==> src/rtl/serial_sum_deserializer.sv <==
// serial_sum_deserializer
// Reassembles the serial adder's LSB-first result stream into parallel sum
// words. Each word is offered on a valid/ready handshake. Frames that end
// early are flagged on err_short_o. Frames that arrive while the output
// word is still waiting are dropped and flagged on err_ovf_o.
// Optional feature: define SUM_DESER_FRAME_CNT_EN to add frame_cnt_o, a
// 16-bit wrapping count of completed handshakes.
module serial_sum_deserializer #(
  parameter int RESULT_W = 3
) (
  input  logic                clk,
  input  logic                rst,
  input  logic                ser_en_i,
  input  logic                ser_d_i,
  output logic [RESULT_W-1:0] sum_o,
  output logic                sum_valid_o,
  input  logic                sum_ready_i,
  output logic                err_short_o,
  output logic                err_ovf_o
`ifdef SUM_DESER_FRAME_CNT_EN
  ,
  output logic [15:0]         frame_cnt_o
`endif
);

  localparam int CNT_W = $clog2(RESULT_W);
  localparam logic [CNT_W-1:0] LAST_BIT = CNT_W'(RESULT_W - 1);

  typedef enum logic [1:0] {
    IDLE,
    SHIFT,
    FULL
  } state_e;

  state_e              state_q, state_d;
  logic [CNT_W-1:0]    cnt_q, cnt_d;
  logic                drop_q, drop_d;
  logic [RESULT_W-1:0] shift_q, shift_d;
  logic [RESULT_W-1:0] sum_q, sum_d;
  logic                err_short_q, err_short_d;
  logic                err_ovf_q, err_ovf_d;
  logic                handshake;
  logic [RESULT_W-1:0] bit_word;

`ifdef SUM_DESER_FRAME_CNT_EN
  logic [15:0]         frame_cnt_q, frame_cnt_d;
`endif

  // State and datapath registers. The drop flag is loaded with ser_en_i on
  // reset, so a frame still streaming across reset is swallowed until its
  // enable falls, while a quiet line comes out of reset with drop clear.
  always_ff @(posedge clk) begin
    if (rst) begin
      state_q     <= IDLE;
      cnt_q       <= '0;
      drop_q      <= ser_en_i;
      shift_q     <= '0;
      sum_q       <= '0;
      err_short_q <= 1'b0;
      err_ovf_q   <= 1'b0;
`ifdef SUM_DESER_FRAME_CNT_EN
      frame_cnt_q <= '0;
`endif
    end else begin
      state_q     <= state_d;
      cnt_q       <= cnt_d;
      drop_q      <= drop_d;
      shift_q     <= shift_d;
      sum_q       <= sum_d;
      err_short_q <= err_short_d;
      err_ovf_q   <= err_ovf_d;
`ifdef SUM_DESER_FRAME_CNT_EN
      frame_cnt_q <= frame_cnt_d;
`endif
    end
  end

  // Next-state logic: bit capture, frame completion, short/overflow detection.
  // sum_q is only reloaded when a frame completes, so the delivered word stays
  // on sum_o after its handshake even while the next frame is being shifted in.
  always_comb begin
    state_d     = state_q;
    cnt_d       = cnt_q;
    drop_d      = drop_q;
    shift_d     = shift_q;
    sum_d       = sum_q;
    err_short_d = 1'b0;
    err_ovf_d   = 1'b0;
    handshake   = (state_q == FULL) && sum_ready_i;
    bit_word    = RESULT_W'(ser_d_i) << cnt_q;
`ifdef SUM_DESER_FRAME_CNT_EN
    frame_cnt_d = handshake ? frame_cnt_q + 16'd1 : frame_cnt_q;
`endif

    if (!ser_en_i) begin
      drop_d = 1'b0;
    end

    case (state_q)
      IDLE: begin
        if (ser_en_i && !drop_q) begin
          shift_d = RESULT_W'(ser_d_i);
          cnt_d   = CNT_W'(1);
          state_d = SHIFT;
        end
      end

      SHIFT: begin
        if (ser_en_i) begin
          if (cnt_q == LAST_BIT) begin
            sum_d   = shift_q | bit_word;
            shift_d = '0;
            cnt_d   = '0;
            state_d = FULL;
          end else begin
            shift_d = shift_q | bit_word;
            cnt_d   = cnt_q + CNT_W'(1);
          end
        end else begin
          err_short_d = 1'b1;
          shift_d     = '0;
          cnt_d       = '0;
          state_d     = IDLE;
        end
      end

      FULL: begin
        if (handshake) begin
          if (ser_en_i && !drop_q) begin
            shift_d = RESULT_W'(ser_d_i);
            cnt_d   = CNT_W'(1);
            state_d = SHIFT;
          end else begin
            state_d = IDLE;
          end
        end else if (ser_en_i && !drop_q) begin
          err_ovf_d = 1'b1;
          drop_d    = 1'b1;
        end
      end

      default: begin
        state_d = IDLE;
        cnt_d   = '0;
        shift_d = '0;
      end
    endcase
  end

  // Output logic: everything leaves the block straight from registers.
  always_comb begin
    sum_o       = sum_q;
    sum_valid_o = (state_q == FULL);
    err_short_o = err_short_q;
    err_ovf_o   = err_ovf_q;
`ifdef SUM_DESER_FRAME_CNT_EN
    frame_cnt_o = frame_cnt_q;
`endif
  end

endmodule

==> config.mk <==
export PLATFORM = sky130hd
export DESIGN_NAME = serial_sum_deserializer
export DESIGN_NICKNAME = d
export VERILOG_FILES = /design/src/rtl/serial_sum_deserializer.sv
export SDC_FILE = /design/constraint.sdc
export NUM_CORES = 1
export LEC_CHECK = 0
export BUFFER_PORTS_ARGS = -buffer_cell sky130_fd_sc_hd__buf_2
export CAP_MARGIN = 20
export CELL_PAD_IN_SITES_DETAIL_PLACEMENT = 1
export CELL_PAD_IN_SITES_GLOBAL_PLACEMENT = 2
export CORE_AREA = 2 2 50 52
export CTS_BUF_LIST = sky130_fd_sc_hd__clkbuf_8
export DETAILED_ROUTE_END_ITERATION = 8
export DIE_AREA = 0 0 52 54
export HOLD_SLACK_MARGIN = 0.1
export PLACE_DENSITY_LB_ADDON = 0.1
export SKIP_LAST_GASP = 1
export SLEW_MARGIN = 20
export SYNTH_ARGS = -nofsm -noshare
export SYNTH_HDL_FRONTEND = slang
export SYNTH_SLANG_ARGS = --single-unit
==> constraint.sdc <==
create_clock -name clk -period 1.5 [get_ports clk]
set_input_delay 0.3 -clock clk [delete_from_list [all_inputs] [get_ports clk]]
set_output_delay 0.3 -clock clk [all_outputs]
set_load 0.05 [all_outputs]
# [After elaboration in Yosys (flattened, before gate mapping)]
# Cells that the tools add are included.
[totals] regBits=13 latch_bits=0 mem_bits_rw=0 romBits=0 output_inout_bits=6 word_cells=49 memories=0
[op_classes] addsub=1 mul=0 div=0 order_cmp=0 eq_ne=6 shifts=1 muxes=23 bitwise=3 reduce_logical=8
[op_table] op="two-way mux 2 bit" count=8
[op_table] op="two-way mux 3 bit" count=4
[op_table] op="case mux 2 bit (3 select lines)" count=2
[op_table] op="case mux 3 bit (3 select lines)" count=1
[op_table] op="two-way mux 1 bit" count=8
[op_table] op="AND reduction 3 bit" count=2
[op_table] op="== test 2 bit, second input constant" count=2
[op_table] op="inequality test 3 bit, second input constant" count=1
[op_table] op="OR 3 bit" count=1
[op_table] op="OR reduction 3 bit" count=1
[op_table] op="<< shifter 1 x 2 -> 3 bit" count=1
[op_table] op="adder 2 x 1 -> 2 bit, second input constant" count=1
[op_table] op="== test 2 x 1 -> 1 bit, second input constant" count=1
[op_table] op="logical AND 1 bit" count=2
[op_table] op="logical NOT 2 bit" count=1
[op_table] op="inequality test 2 x 1 -> 1 bit, second input constant" count=1
[op_table] op="inequality test 2 bit, second input constant" count=1
[op_table] op="inverter 1 bit" count=2
[op_table] op="OR reduction 2 bit" count=1
[op_table] op="logical NOT 1 bit" count=1

# [Longest topological paths before layout]
# Gate-level depths: netlist (run 1).
[depth] depth_word=6 ltp_mapped=4 ltp_nobuf=4

# [Least setup slack after synthesis (run 1)]
# OpenSTA, ideal clock, no wires.
[synth_path] kind="reg-to-reg" startpoint="reg state_q[1]" endpoint="reg sum_q[0], in the netlist sum_o[0]" setup_ns=0.129 arrival_ns=1.104 t_required_ns=1.371 path_slack_ns=0.267 stages_incl_launch_ff=5 path_buffers=0 synth_period_minus_slack_ns=1.233 path_cell_list="dfxtp_1 -> nand3b_2 -> nor3b_4 -> mux2i_1 -> nor2_1"
[synth_via] elab_chain_len=2
[synth_lines] item="from (decl)" line="35" rtl="state_e state_q, state_d;"
[synth_lines] item="from (signal assigned)" line="65" rtl="state_q <= state_d;"
[synth_lines] item="== test 2 x 1 -> 1 bit" line="99" rtl="case (state_q)"
[synth_lines] item="AND reduction 3 bit (no line)"
[synth_lines] item="to (signal assigned)" line="69" rtl="sum_q <= sum_d;"
[synth_lines] item="to (decl)" line="39" rtl="logic [RESULT_W-1:0] sum_q, sum_d;"
# No other way between the ends.
# A chain may end at the register's enable or synchronous reset.

# [Final worst setup path (run 1)]
[layout_path] startpoint="reg state_q[0]" endpoint="out sum_valid_o"
[layout_via] elab_chain_len=1
[layout_lines] item="== test 2 bit" line="153" rtl="sum_valid_o = (state_q == FULL);"
[layout_lines] item="to (decl)" line="16" rtl="output logic sum_valid_o,"
# No other way between the ends.

==> results of run 1 <==
[cells in the final DEF, fill, tap and decap left out, drive strengths merged]
cell / n
nor2b: 2
nand3b: 2
mux2i: 2
a211oi: 1
nor4b: 1
nor2: 9
o41ai: 1
and2b: 2
a2bb2oi: 1
a21oi: 7
nor4: 1
inv: 4
buf: 11
dfxtp: 13
a22oi: 1
nor3: 2
a21o: 1
o21ai: 2
nand2b: 4
nor3b: 2
clkbuf: 3
nand2: 1
[power groups by stage]
stage	clock, mW	sequential [mW]	combinational, mW
2_1_floorplan	0	0.379	0.0475
3_3_place_gp	0	0.380	0.0768
3_5_place_dp	0	0.380	0.0761
4_1_cts	0.321	0.373	0.0766
5_1_grt	0.347	0.375	0.0846
6_report	0.307	0.373	0.0748
[registers in the layout (all words and copies together), names as in the netlist]
signal	flops
shift_q	3
sum_o	3
cnt_q	2
state_q	2
drop_q	1
err_ovf_o	1
err_short_o	1
[cell families after synthesis]
kind of cell,after synthesis,share of synthesized area
DFF,13,0.4771
muxes,2,0.03670
and+or+nand+nor,26,0.2936
AOI/OAI and AO/OA,14,0.1651
buffers and inverters,4,0.02751
[through the flow]
| step | total power [mW] | instances | instance area (µm²) | util |
|---|---|---|---|---|
| after CTS | 0.7700 | 103 | 681.9 | 0.2940 |
| after detailed placement | 0.4560 | 99 | 636.9 | 0.2745 |
| final | 0.7544 | 103 | 683.2 | 0.2945 |
| after floorplan | 0.4264 | 59 | 545.5 | - |
| after global placement | 0.4571 | 99 | 636.9 | 0.2745 |
| after global routing | 0.8074 | 103 | 683.2 | 0.2945 |
[worst paths after layout]
path	startpoint	endpoint	slack (ns)	cells past startpoint
setup / recovery	state_q[0]	sum_valid_o	0.13	2
hold / removal	ser_en_i	err_short_o	0.28	2
setup reg to reg	state_q[1]	sum_o[0]	0.17	4
hold reg to reg	drop_q	err_ovf_o	0.46	1
[per-layer routing]
layer / routed length (µm) / vias up
met5: 0 / -
met4: 10 / 0
met1: 647 / 208
li1: - / 234
met2: 530 / 9
met3: 63 / 2
[synthesized netlist by cell type (all sizes together)]
library cell  instances
nand2b                4
and2b                 2
a211oi                1
o21ai                 2
nand3b                2
nor3b                 2
mux2i                 2
nor4b                 1
a2bb2oi               1
inv                   3
nor2                  9
nand2                 1
clkbuf                1
dfxtp                13
nor3                  2
a21o                  1
a21oi                 7
o41ai                 1
nor2b                 2
a22oi                 1
nor4                  1
[final cells by class]
cell class | instances | area share
clock inverters | 1 | 0.005495
flip-flops and latches | 13 | 0.3828
multi-input cells | 42 | 0.3956
repair buffers | 11 | 0.08425
inverters | 3 | 0.01648
well taps | 30 | 0.05495
clock buffers | 3 | 0.06044
[timing repair]
action	4_1_cts	5_1_grt
resized for setup	0	1
setup endpoints to repair	0	2
hold buffers	0	0
buffers inserted	0	0
==> flow_summary.yaml, run 1 <==
power_and_ir_drop:
  pwr-share-comb: 0.099
  pwr-share-clk: 0.407
  p_int_mw: 0.5716
  p_sw_mw: 0.1827
  swShare: 0.2422
  leakage_nw: 0.2793
  power-per-cell-area_nw_per_um2: 1104
  vdd_drop_max_uv: 626.6
  seqPwrFrac: 0.494
yosys:
  yosysSeqAreaShare: 0.4771
  avgSynthCellArea_um2: 9.246
  netlist.area_leader.share: 0.4771
  ys_warn_count: 0
  netlist_top_cells_area: "dfxtp_1, a21oi_1, nor2_1, nand2b_1, mux2i_1"
  synth_top_area_cell: "dfxtp_1"
  ys_types: 23
  syn_area_um2: 545.5
  syn_nets: 64
  ys_ff_latch: 13
  synth_cells: 59
global_routing:
  grt_util_met1: 0.1357
  grt_pass1_wl_um: 2159
  grt-ovfl-total: 0
  grt_pass1_vias: 453
  busiest_layer: "met2"
  grt_max_degree: 15
  antenna_found_initial: 0
  grt.total_usage: 0.1119
  grtUsageMet3: 0.06111
  met2_usage: 0.1603
worst_setup_path:
  required_ns: 1.20
  path_cells: "and2b_1, buf_2"
  critical_path_arrival_ns: 1.07
  critical_path.top_delay_family: "flip-flops"
  crit_path_end_kind: "output pin"
  start_kind: "register"
  critPathBufInv: 1
  slowest_delay_ns: 0.36
  cp_slowest_cell: "dfxtp_2"
  path_class: "reg -> out"
  worst-path-max-fanout: 9
route:
  dr.pass1.iters: 2
  route.detailed.drc: 0
  via_per_inst: 4.398
  routedWlPerCell_um: 12.15
  ant_nets: 0
  vias: 453
  first_iter_violations: 5
  drt_wl_total_um: 1251
sta:
  relSlewSlack: 0.7740
  min_period_ns: 1.374
  tns_ns: 0
  maxSlewViolCount: 0
  fmaxAchievable_mhz: 728.0
  hold_viol: 0
  max_slew.worst_pin.slew_ns: 0.3390
  setup_viol: 0
  fin_ws_ns: 0.1263
  timing.hold.ws_ns: 0.2778
  skew_ns: 0.0006586
  rsz0062_at_grt: "no"
  fin_crit_sh: 0.9158
place:
  dp_hpwl_um: 922.5
  port-buffer-count: 10
  preCtsSetupSlack_ns: 0.1293
  routabilityCongestion: 0.5870
floorplanning:
  die_w_um: 52
  ios: 11
  start_util: 0.2352
  rows: 18
  fp.dieH_um: 54
  die_area_um2: 2808
  core_um2: 2320
clocking:
  cts_root_buf: "clkbuf_8"
  insertion_delay_ns: 0.24
  cts.path.max_buffers: 2
  clk_pin_slew_worst_paths_ns: 0.06
  cts_made_buffers: 3
  htreeDepth: 1
  clkSinkCount: 13
  cts_tree: "built"
final_layout:
  diodes: 0
  drive_gt1_frac: 0.2466
  multi_input_area_um2: 270.3
  fillers: 282
  syn2layout_area_growth_pct: 25.23
  num-nets-final: 79
  regArea_um2: 261.5
run:
  drv_cap: 0
worst_hold_path:
  hold_class: "in -> reg"
outcome:
  outcome: "complete, no violations"
Power figures use the tool's default switching activity.
==> run 2, diff against run 1 <==
Settings changed: BUFFER_PORTS_ARGS -buffer_cell sky130_fd_sc_hd__buf_2 to -buffer_cell sky130_fd_sc_hd__clkbuf_2.
Clock period 1.5 ns to 1.2 ns, I/O delays scaled along.
==> run 2 against run 1 <==
The run now ends with setup timing left. Sequential power increased by 25%. Core utilization up 4.9 points. Highest routed layer unchanged. Global-route usage is 2.0 points higher.
==> flow_summary.yaml, run 2 (synthesis gave the netlist of run 1 again) <==
final_layout:
  num-nets-final: 86
  multi_input_area_um2: 297.8
  layout_commonest_cell: "dfxtp_1"
  layout_common_cells: "dfxtp_1, nor2_1, clkbuf_2"
  syn2layout_area_growth_pct: 45.87
  diodes: 0
  regArea_um2: 266.5
  drive_gt1_frac: 0.3875
  fillers: 286
worst_setup_path:
  start_kind: "register"
  crit_path_end_kind: "output pin"
  reg2reg_to: "sum_o[1]"
  reg2reg_slack_ns: -0.01
  required_ns: 0.96
  worst-path-max-fanout: 4
  crit_end: "sum_valid_o"
  critical_path_arrival_ns: 1.08
  worst_r2r_path_depth: 5
  regToRegStartpoint: "state_q[1]"
  path_class: "reg -> out"
  cp-startpoint: "state_q[1]"
worst_hold_path:
  hold_class: "in -> reg"
sta:
  max_slew.worst_pin.slew_ns: 0.3197
  fmaxAchievable_mhz: 757.3
  fin_ws_ns: -0.1204
  relSlewSlack: 0.7852
  rsz0062_at_grt: "yes"
  setup_viol: 2
  maxSlewViolCount: 0
  hold_viol: 0
  min_period_ns: 1.320
  skew_ns: 0.0006942
  fin_crit_sh: 1.100
power_and_ir_drop:
  leakage_nw: 0.3417
  power-per-cell-area_nw_per_um2: 1223
  finalPower_mw: 0.9732
  vdd_drop_max_uv: 471.4
global_routing:
  grt_pass1_vias: 527
  met2_usage: 0.1857
  grt_max_degree: 15
  grt.total_usage: 0.1315
  grt_pass1_wl_um: 2573
  grt-ovfl-total: 0
  grtUsageMet3: 0.03333
  antenna_found_initial: 0
  busiest_layer: "met2"
  grt_util_met1: 0.1734
place:
  port-buffer-count: 10
  preCtsSetupSlack_ns: -0.07849
  dp_hpwl_um: 1038
  routabilityCongestion: 0.6364
route:
  drt_wl_total_um: 1390
  dr.pass1.iters: 2
  ant_nets: 0
  via_per_inst: 4.518
  route.detailed.drc: 0
  vias: 497
  routedWlPerCell_um: 12.64
  first_iter_violations: 4
clocking:
  insertion_delay_ns: 0.24
  cts_root_buf: "clkbuf_8"
  clkSinkCount: 13
  cts.path.max_buffers: 2
  clk_pin_slew_worst_paths_ns: 0.06
  cts_made_buffers: 3
  cts_tree: "built"
  holdBufCountCts: 0
  htreeDepth: 1
floorplanning:
  rows: 18
  die_w_um: 52
  fp.dieH_um: 54
  ios: 11
  start_util: 0.2352
  die_area_um2: 2808
  core_um2: 2320
outcome:
  outcome: "finished, violations left"
  violations: "setup timing"
run:
  drv_cap: 0
run 2: critical path, stage by stage, from the launching register on:
cell	delay, ns
dfxtp_2	0.34
buf_6	0.11
and2b_2	0.21
clkbuf_16	0.17
run 2: routing by layer:
layer	part of all wire	wire length, µm	vias up
li1	-	-	246
met1	0.50	696	239
met2	0.44	609	7
met3	0.027	37	5
met4	0.034	47	0
met5	0	0	-
run 2: how the worst min path moves through the flow:
stage,from,cells after the start,slack [ns],end
after global placement,shift_q[2],1,0.47,shift_q[2]
after global routing,ser_en_i,2,0.26,err_short_o
after detailed placement,shift_q[2],1,0.47,shift_q[2]
final,ser_en_i,2,0.25,err_short_o
after floorplan,rst,1,0.32,err_short_o
after CTS,ser_en_i,2,0.24,err_short_o
run 2: area by class of cell:
cell class,instances,area share
Clock buffer,3,0.05189
Clock inverter,1,0.004717
Multi-Input combinational cell,42,0.3742
Inverter,3,0.01415
Timing Repair Buffer,18,0.1730
Sequential cell,13,0.3349
Tap cell,30,0.04717
run 2: report_power, final:
group	switching (mW)	internal (mW)
clock network	0.165	0.226
logic	0.0616	0.0546
registers	0.0188	0.447
run 2: per-stage QoR:
stage                     hold slack [ns]  area (µm²)  instances  TNS [ns]  utilization
after global routing               0.2640       795.8        110   -0.5748       0.3430
after detailed placement           0.4734       685.7        104   -0.2453       0.2956
after global placement             0.4697       685.7        104   -0.2248       0.2956
after floorplan                    0.3173       556.8         59         0            -
after CTS                          0.2429       774.5        110   -0.1448       0.3339
final                              0.2453       795.8        110   -0.1302       0.3430
run 2: repair_timing:
| action | in CTS | in global routing |
|---|---|---|
| pin swaps | 1 | 0 |
| setup endpoints to repair | 6 | 11 |
| gates resized for setup | 6 | 7 |
| buffers inserted | 2 | 0 |
==> run 3, diff against run 2 <==
Settings changed: ABC_AREA from default to 1, CORE_AREA 2 2 50 52 to 2 2 51 53, DIE_AREA 0 0 52 54 to 0 0 53 55.
==> run 3 against run 2 <==
The run now ends clean. Sequential power hardly changed. Final area is 5.0% lower. Flip-flop and latch count stayed put. Critical path depth stayed put. Count of clock-buffer cells in the layout stayed put. Largest cell class unchanged.
==> flow_summary.yaml, run 3 <==
power_and_ir_drop:
  finalPower_mw: 0.9555
  swShare: 0.2549
  pwr-share-comb: 0.113
  vdd_drop_max_uv: 486.5
  power-per-cell-area_nw_per_um2: 1264
  seqPwrFrac: 0.485
  p_sw_mw: 0.2436
  leakage_nw: 0.3424
  p_int_mw: 0.7119
  pwr-share-clk: 0.402
clocking:
  cts_tree: "built"
  insertion_delay_ns: 0.24
  cts.path.max_buffers: 2
  htreeDepth: 1
  cts_made_buffers: 3
  holdBufCountCts: 0
  clk_pin_slew_worst_paths_ns: 0.05
  cts_root_buf: "clkbuf_8"
  clkSinkCount: 13
sta:
  setup_viol: 0
  maxSlewViolCount: 0
  skew_ns: 0.003904
  max_slew.worst_pin.slew_ns: 0.2766
  hold_viol: 0
  min_period_ns: 1.145
  timing.hold.ws_ns: 0.2506
  fmaxAchievable_mhz: 873.6
  fin_ws_ns: 0.05526
  rsz0062_at_grt: "no"
  fin_crit_sh: 0.9540
  relSlewSlack: 0.8164
worst_setup_path:
  crit_path_end_kind: "output pin"
  path_depth: 3
  worst_r2r_path_depth: 7
  critical_path_arrival_ns: 0.90
  reg2reg_to: "sum_o[2]"
  cp-startpoint: "state_q[1]"
  required_ns: 0.96
  path_cells: "inv_2, nor2_4, buf_8"
  reg2reg_slack_ns: 0.13
  critical_path.top_delay_family: "flip-flops"
  cp_slowest_cell: "dfxtp_2"
  crit_end: "sum_valid_o"
  regToRegStartpoint: "cnt_q[1]"
  path_class: "reg -> out"
  critPathBufInv: 2
  slowest_delay_ns: 0.34
  worst-path-max-fanout: 2
  start_kind: "register"
route:
  drt_wl_total_um: 1423
  via_per_inst: 4.331
  routedWlPerCell_um: 11.48
  route.detailed.drc: 0
  wl_met1_um: 679
  ant_nets: 0
  first_iter_violations: 7
  vias: 537
  wl_met2_um: 660
  dr_wl_met3_um: 58
  routed.top_layer: "met4"
  dr.pass1.iters: 4
yosys:
  muxShareOfSynthArea: 0
  ys_ff_latch: 13
  synth_top_family_by_area: "simple AND/OR/NAND/NOR gates"
  yosys-top-cells-count: "nand2_1, dfxtp_1, inv_1, nor2_1, a21oi_1"
  yosys.area_share.adder: 0
  synth-edff-count: 0
  synth.most_common_cell: "nand2_1"
  synth-xor-area-share: 0
  netlist.area_leader.share: 0.4633
  yosysSeqAreaShare: 0.4633
  syn_nets: 83
  avgSynthCellArea_um2: 7.202
  synth_cells: 78
  synthSimpleGateAreaFrac: 0.2895
  ys_warn_count: 0
  synth_compound_area_frac: 0.1537
  syn_area_um2: 561.8
  netlist_top_cells_area: "dfxtp_1, nand2_1, inv_1, a21oi_1, nor2_1"
  ys_async_sr_fraction: 0
  ys_types: 17
  synth_top_area_cell: "dfxtp_1"
  synth_ff_type: "dfxtp_1"
floorplanning:
  ios: 11
  start_util: 0.2376
  core_um2: 2365
  rows: 18
  die_w_um: 53
  die_area_um2: 2915
  fp.dieH_um: 55
final_layout:
  final_area_um2: 755.7
  num-nets-final: 100
  layout_common_cells: "nand2_1, inv_1, dfxtp_1, clkbuf_2, nor2_1"
  fin_cells: 124
  layout_commonest_cell: "nand2_1"
  diodes: 0
  drive_gt1_frac: 0.3404
  syn2layout_area_growth_pct: 34.52
run:
  drv_cap: 0
global_routing:
  grt_pass1_wl_um: 2435
  grt_pass1_vias: 553
  antenna_found_initial: 0
  grt_max_degree: 10
  grt-ovfl-total: 0
  grt.total_usage: 0.1214
place:
  dp_hpwl_um: 1099
  dpl_cell_area_um2: 666.9
  dp.cells: 119
  port-buffer-count: 10
  preCtsSetupSlack_ns: 0.04027
  routabilityCongestion: 0.7079
outcome:
  outcome: "complete, no violations"
worst_hold_path:
  hold_class: "in -> reg"
## run 3: worst register-to-register path: cells and delay by family, from the launching register on
family                 cells  cell delay [ns]
buffers and inverters      3             0.24
flip-flops                 1             0.34
AND/OR/NAND/NOR            4             0.39
## run 3: worst min-delay path by stage
stage | start | endpoint | slack [ns] | cells past startpoint
finish | ser_en_i | err_short_o | 0.25 | 2
global route | ser_en_i | err_short_o | 0.26 | 2
CTS | ser_en_i | err_short_o | 0.23 | 2
detailed placement | state_q[1] | err_short_o | 0.45 | 1
global placement | state_q[1] | err_short_o | 0.45 | 1
floorplan | ser_en_i | err_short_o | 0.32 | 1
## run 3: area by class of cell
cell class                      count  area (µm²)
Inverter                           13       48.80
Fill cell                         304        1609
Sequential cell                    13       265.3
Tap cell                           30       37.54
Clock inverter                      1       3.754
Multi-Input combinational cell     51       276.5
Clock buffer                        3       41.29
Timing Repair Buffer               13       82.58
## run 3: layer usage
layer	track usage	up-vias
li1	-	277
met1	0.1454	246
met2	0.2000	10
met3	0.02419	4
met4	0.07692	0
met5	0	-
## run 3: through the flow
stage	utilization	setup TNS [ns]
2_1_floorplan	-	-0.01252
3_3_place_gp	0.2820	0
3_5_place_dp	0.2820	0
4_1_cts	0.3079	0
5_1_grt	0.3196	0
6_report	0.3196	0
## run 3: power groups by stage
stage               clock network, mW  registers, mW  logic, mW
finish                          0.384          0.463      0.108
global route                    0.417          0.466      0.124
global placement                    0          0.470      0.106
detailed placement                  0          0.470      0.105
CTS                             0.403          0.460      0.106
floorplan                           0          0.471     0.0653
## run 3: timing repair
| item | CTS | global route |
|---|---|---|
| resized for setup | 2 | 8 |
| setup buffers | 1 | 0 |
| setup endpoints to repair | 1 | 6 |
| pin swaps | 0 | 1 |
| endpoints found under the hold margin | 0 | 0 |
## run 3: cells by family after synthesis
group / after synthesis
and+or+nand+nor: 36
AOI/OAI and AO/OA: 15
buffers and inverters: 14
DFF: 13
